## src/rtl/anton_neopixel_decoder.sv

```systemverilog
// NeoPixel (WS2812) line receiver: oversamples the data line, classifies each bit by
// its high-pulse width, assembles MSB-first bytes and flags the latch gap.
`ifndef BUFFER_END_DEFAULT
`define BUFFER_END_DEFAULT 15
`endif

module anton_neopixel_decoder #(
    parameter int BUFFER_END   = `BUFFER_END_DEFAULT,
    parameter int HIGH_MIN     = 2,
    parameter int HIGH_ONE_MIN = 4,
    parameter int HIGH_MAX     = 6,
    parameter int RESET_LOW    = 320,
    localparam int BUFFER_BITS = (BUFFER_END > 0) ? $clog2(BUFFER_END + 1) : 1
) (
    input  logic                   clk6_4mhz,
    input  logic                   syncReset,
    input  logic                   neoDataIn,
    input  logic                   enable,
    output logic [7:0]             dataByte,
    output logic                   dataValid,
    output logic [BUFFER_BITS-1:0] byteIndex,
    output logic                   frameDone,
    output logic                   decodeError,
    output logic                   overflow
);
    localparam int CNT_W = $clog2(RESET_LOW + 1);
    localparam logic [CNT_W-1:0]       CNT_ONE      = CNT_W'(1);
    localparam logic [CNT_W-1:0]       CNT_MAX      = {CNT_W{1'b1}};
    localparam logic [CNT_W-1:0]       RESET_LOW_C  = CNT_W'(RESET_LOW);
    localparam logic [CNT_W-1:0]       HIGH_MIN_C   = CNT_W'(HIGH_MIN);
    localparam logic [CNT_W-1:0]       HIGH_ONE_C   = CNT_W'(HIGH_ONE_MIN);
    localparam logic [CNT_W-1:0]       HIGH_MAX_C   = CNT_W'(HIGH_MAX);
    localparam logic [BUFFER_BITS-1:0] BUF_END_C    = BUFFER_BITS'(BUFFER_END);
    localparam logic [BUFFER_BITS-1:0] BUF_ONE      = BUFFER_BITS'(1);

    typedef enum logic [1:0] {SYNC, IDLE, HIGH, LOW} state_t;

    state_t                 state_q, state_d;
    logic                   sync1_q, s_q, s_prev_q;
    logic [CNT_W-1:0]       high_cnt_q, high_cnt_d, low_cnt_q, low_cnt_d;
    logic [2:0]             bit_cnt_q, bit_cnt_d;
    logic [7:0]             shift_q, shift_d;
    logic [BUFFER_BITS-1:0] byte_cnt_q, byte_cnt_d;
    logic                   full_q, full_d;
    logic [7:0]             data_byte_q, data_byte_d;
    logic [BUFFER_BITS-1:0] byte_index_q, byte_index_d;
    logic                   data_valid_q, data_valid_d;
    logic                   frame_done_q, frame_done_d;
    logic                   err_q, err_d;
    logic                   ovf_q, ovf_d;

    logic                   rise, fall;
    logic [CNT_W-1:0]       high_inc, low_inc;
    logic [7:0]             shifted;

    function automatic logic [CNT_W-1:0] sat_inc(input logic [CNT_W-1:0] v);
        return (v == CNT_MAX) ? v : v + CNT_ONE;
    endfunction

    assign rise     = s_q & ~s_prev_q;
    assign fall     = ~s_q & s_prev_q;
    assign high_inc = sat_inc(high_cnt_q);
    assign low_inc  = sat_inc(low_cnt_q);
    assign shifted  = {shift_q[6:0], (high_cnt_q >= HIGH_ONE_C)};

    always_comb begin
        state_d      = state_q;
        high_cnt_d   = high_cnt_q;
        low_cnt_d    = low_cnt_q;
        bit_cnt_d    = bit_cnt_q;
        shift_d      = shift_q;
        byte_cnt_d   = byte_cnt_q;
        full_d       = full_q;
        data_byte_d  = data_byte_q;
        byte_index_d = byte_index_q;
        data_valid_d = 1'b0;
        frame_done_d = 1'b0;
        err_d        = err_q;
        ovf_d        = ovf_q;

        case (state_q)
            SYNC: begin
                if (s_q) begin
                    low_cnt_d = '0;
                end else begin
                    low_cnt_d = low_inc;
                    if (low_inc == RESET_LOW_C) state_d = IDLE;
                end
            end
            IDLE: begin
                if (rise) begin
                    state_d      = HIGH;
                    high_cnt_d   = CNT_ONE;
                    bit_cnt_d    = '0;
                    shift_d      = '0;
                    byte_cnt_d   = '0;
                    full_d       = 1'b0;
                    byte_index_d = '0;
                    err_d        = 1'b0;
                    ovf_d        = 1'b0;
                end
            end
            HIGH: begin
                if (s_q) begin
                    high_cnt_d = high_inc;
                    if (high_inc > HIGH_MAX_C) begin
                        err_d     = 1'b1;
                        state_d   = SYNC;
                        low_cnt_d = '0;
                    end
                end else if (fall) begin
                    if (high_cnt_q < HIGH_MIN_C) begin
                        err_d     = 1'b1;
                        state_d   = SYNC;
                        low_cnt_d = '0;
                    end else begin
                        shift_d   = shifted;
                        low_cnt_d = CNT_ONE;
                        state_d   = LOW;
                        if (bit_cnt_q == 3'd7) begin
                            bit_cnt_d = '0;
                            // Once index BUFFER_END has been emitted, further bytes only flag overflow.
                            if (full_q) begin
                                ovf_d = 1'b1;
                            end else begin
                                data_byte_d  = shifted;
                                data_valid_d = 1'b1;
                                byte_index_d = byte_cnt_q;
                                if (byte_cnt_q == BUF_END_C) full_d = 1'b1;
                                else byte_cnt_d = byte_cnt_q + BUF_ONE;
                            end
                        end else begin
                            bit_cnt_d = bit_cnt_q + 3'd1;
                        end
                    end
                end
            end
            LOW: begin
                if (rise) begin
                    state_d    = HIGH;
                    high_cnt_d = CNT_ONE;
                end else begin
                    low_cnt_d = low_inc;
                    if (low_inc == RESET_LOW_C) begin
                        frame_done_d = 1'b1;
                        state_d      = IDLE;
                        if (bit_cnt_q != 3'd0) err_d = 1'b1;
                    end
                end
            end
            default: state_d = SYNC;
        endcase

        // Disable overrides everything except the sticky flags and last byte/index.
        if (!enable) begin
            state_d      = SYNC;
            low_cnt_d    = '0;
            bit_cnt_d    = '0;
            shift_d      = '0;
            data_byte_d  = data_byte_q;
            byte_index_d = byte_index_q;
            data_valid_d = 1'b0;
            frame_done_d = 1'b0;
            err_d        = err_q;
            ovf_d        = ovf_q;
        end
    end

    always_ff @(posedge clk6_4mhz) begin
        if (syncReset) begin
            sync1_q      <= 1'b0;
            s_q          <= 1'b0;
            s_prev_q     <= 1'b0;
            state_q      <= SYNC;
            high_cnt_q   <= '0;
            low_cnt_q    <= '0;
            bit_cnt_q    <= '0;
            shift_q      <= '0;
            byte_cnt_q   <= '0;
            full_q       <= 1'b0;
            data_byte_q  <= '0;
            byte_index_q <= '0;
            data_valid_q <= 1'b0;
            frame_done_q <= 1'b0;
            err_q        <= 1'b0;
            ovf_q        <= 1'b0;
        end else begin
            sync1_q      <= neoDataIn;
            s_q          <= sync1_q;
            s_prev_q     <= s_q;
            state_q      <= state_d;
            high_cnt_q   <= high_cnt_d;
            low_cnt_q    <= low_cnt_d;
            bit_cnt_q    <= bit_cnt_d;
            shift_q      <= shift_d;
            byte_cnt_q   <= byte_cnt_d;
            full_q       <= full_d;
            data_byte_q  <= data_byte_d;
            byte_index_q <= byte_index_d;
            data_valid_q <= data_valid_d;
            frame_done_q <= frame_done_d;
            err_q        <= err_d;
            ovf_q        <= ovf_d;
        end
    end

    assign dataByte    = data_byte_q;
    assign dataValid   = data_valid_q;
    assign byteIndex   = byte_index_q;
    assign frameDone   = frame_done_q;
    assign decodeError = err_q;
    assign overflow    = ovf_q;

endmodule
```

## config.mk

```make
export PLATFORM = sky130hd
export DESIGN_NAME = anton_neopixel_decoder
export DESIGN_NICKNAME = d
export VERILOG_FILES = /design/src/rtl/anton_neopixel_decoder.sv
export SDC_FILE = /design/constraint.sdc
export NUM_CORES = 1
export LEC_CHECK = 0
export CAP_MARGIN = 15
export CORE_UTILIZATION = 40
export DETAILED_ROUTE_END_ITERATION = 16
export GPL_ROUTABILITY_DRIVEN = 1
export GPL_TIMING_DRIVEN = 0
export PLACE_DENSITY = 0.65
export SYNTH_ARGS = -nofsm -noshare
export SYNTH_HDL_FRONTEND = slang
export SYNTH_SLANG_ARGS = --single-unit
```

## constraint.sdc

```tcl
create_clock -name clk6_4mhz -period 2.4 [get_ports clk6_4mhz]
set_input_delay 0.48 -clock clk6_4mhz [delete_from_list [all_inputs] [get_ports clk6_4mhz]]
set_output_delay 0.48 -clock clk6_4mhz [all_outputs]
set_load 0.03 [all_outputs]
```

==> flow_summary.yaml <==
synth:
  synth_top_area_cell: "dfxtp_1"
  synth-warning-count: 0
  synthFlopType: "dfxtp_1"
  synth.net_count: 371
  synthDistinctLibCells: 61
  async_flop_share_pct: 0
  synth_top_area_share_pct: 36.8
  syn_area_per_cell_um2: 8.15
  ys_top_cells_by_area: "dfxtp_1 37%, a21oi_1 4.9%, nand2_1 4.3%, nor2_1 4.2%, nand3_1 3.2%"
  syn_inst: 360
  synth_seq_cells: 54
  synth.yosys.seq_area_share_pct: 36.8
  synth-edff-count: 0
  syn-cell-area_mm2: 0.00294
job:
  maxCapViolCount: 0
min_path:
  hold_depth: 1
  hold_start: "sync1_q"
  hold_class: "flip-flop to flip-flop"
route:
  num_vias: 2674
  wl_mm: 6.90
  ant_nets: 0
  drt_iter0_markers: 206
  wl_per_cell_um: 14.3
  dr.pass1.iters: 4
  via_per_inst: 5.52
  drc_errors: 0
timing:
  hold_violations: 0
  slew_violations: 0
  finalSetupViolCount: 0
  period_share_pct: 94.7
  fmax_mhz: 440
  skew_ps: 6.05
  setup_tns_ps: 0
  setup_ws_ps: 126
  hold_slack_ps: 439
  period_minus_slack_ps: 2270
  worst_slew_pin_slew_ps: 627
  rsz0062_at_grt: "true"
  slew_headroom_pct: 57.8
finish:
  final_common_cell: "dfxtp_1"
  final_layout_size_suffix_gt1_share_pct: 11.1
  fin_cells: 484
  fill_cells: 665
  antenna_cells: 0
  layout.nets: 399
  area_delta_synth_final_pct: 14.5
  final_cell_mix: "50 x dfxtp_1, 34 x nand2_1, 33 x nor2_1, 27 x a21oi_1"
placed_design:
  place_ws_ps: -9.39
  gp_congestion: 0.873
  dp_hpwl_mm: 4.92
  port_buffers: 19
  place_inst: 475
floorplan:
  die-area_mm2: 0.00769
  start_util_pct: 42.3
  pin_count: 20
  die_x_um: 87.7
  core_area_mm2: 0.00694
  die_h_um: 87.7
  num_rows: 30
setup_path:
  worst_ep_arrival_time_ps: 2520
  reg2reg_slack_ps: 130
  crit_type: "flip-flop to flip-flop"
  required_ps: 2650
  cp_max_fo: 9
  worstRegToRegCells: 9
  start_kind: "flip-flop"
  reg2reg_from: "low_cnt_q[0]"
  worstSetupEndpointType: "flip-flop"
  startpoint: "low_cnt_q[0]"
cts:
  htree_levels: 2
  clk-insertion-delay-late_ps: 310
  cts_made_buffers: 5
  cts-hold-fix-buffers: 0
  cts-root-buf: "clkbuf_8"
  path_clk_slew_ps: 100
  cts.sinks: 54
  clockBufferDepth: 2
  cts_tree: "yes"
power_and_ir_drop:
  ir_worst_vdd_mv: 0.298
  power.net_switching_uw: 348
  p_leak_nw: 1.14
  combPwrFrac_pct: 4.6
  p_int_mw: 1.13
  switching_share_pct: 23.6
  finalPower_mw: 1.47
  cellPowerDensity_mw_per_mm2: 439
  seqPwrFrac_pct: 61.4
  clkPwrFrac_pct: 34.0
global_route:
  track_usage_pct: 19.1
  grt_pass1_wl_mm: 11.7
  grt_pass1_vias: 2468
  overflow: 0
  antenna_found_initial: 0
  grt_max_degree: 17
run_status:
  status: "finished clean"
## flip-flops by register name, summed over array words and instances, names as in the netlist, 2 cells and up
signal and count:
state_q 2, dataByte 8, byte_cnt_q 4, low_cnt_q 9, high_cnt_q 9, shift_q 7
byteIndex 4, bit_cnt_q 3
## cell type report
class / instances / area (um2) / share of cell area, %
Clock buffer: 5 / 68.8 / 2.05
Buffer: 31 / 183 / 5.44
Timing Repair Buffer: 21 / 205 / 6.11
Sequential cell: 54 / 1090 / 32.3
Tap cell: 96 / 120 / 3.58
Inverter: 7 / 26.3 / 0.782
Multi-Input combinational cell: 268 / 1660 / 49.3
Clock inverter: 2 / 13.8 / 0.410
## power groups by stage
stage | clock (mW) | combinational, mW | sequential, mW
final | 0.502 | 0.0677 | 0.905
after global routing | 0.551 | 0.0747 | 0.906
after CTS | 0.518 | 0.0665 | 0.904
after detailed placement | 0 | 0.0660 | 0.925
after global placement | 0 | 0.0655 | 0.925
after floorplan | 0 | 0.0436 | 0.924
## worst max-delay path, cell delays in order (launching register included)
cell,delay [ps]
dfxtp_2,420
ha_1,220
nand4_1,210
or2_1,270
clkbuf_1,190
o31ai_2,210
nand4_1,190
buf_4,180
o31a_1,260
nor2_1,70
## path summary, 6_finish.rpt
path                 to
min                 s_q
max          state_q[0]
min reg2reg         s_q
max reg2reg  state_q[0]
## through the flow
stage | util [%] | cell area [um2]
2_1_floorplan | - | 2940
3_3_place_gp | 46.7 | 3250
3_5_place_dp | 46.7 | 3250
4_1_cts | 47.9 | 3330
5_1_grt | 48.4 | 3360
6_report | 48.4 | 3360
## repair_timing
item,in CTS,in global routing
pin swaps,0,2
resized for setup,1,7
endpoints found under the setup margin,1,8
buffers inserted,0,2
## synthesized netlist by cell type, types with 3 or more instances
cell,instances
a22oi_1,6
a21oi_1,29
dfxtp_1,54
clkbuf_1,14
nor3_1,16
o21ai_0,13
nor2b_1,15
nand4_1,12
xnor2_1,3
nand3_1,19
a31oi_1,6
nand2b_1,5
mux2i_1,8
a211oi_1,4
buf_6,6
buf_2,4
nor3b_1,3
o22ai_1,4
nand2_1,34
buf_1,3
inv_1,7
a21o_2,3
a311oi_1,5
ha_1,7
nor2_1,33
## kinds of logic (layout without fill, tap and decap cells)
family | count (synthesis) | after routing | share of synthesized area, %
xor+xnor | 5 | 5 | 1.49
flops | 54 | 54 | 36.8
compound gates | 89 | 89 | 20.8
simple gates | 159 | 159 | 28.2
buf+inv | 38 | 66 | 6.99
mux | 8 | 8 | 2.73
fa+ha+maj | 7 | 7 | 2.98
## per-layer routing
metal	share of wire, %	vias up	global-route usage [%]	wire (um)
met5	0	-	0	0
met4	1.3	0	5.37	91
met3	2.3	7	3.11	158
met2	48	26	32.5	3280
met1	49	1286	25.1	3370
li1	-	1355	-	-
No activity file was read; power rests on OpenSTA's default activity.
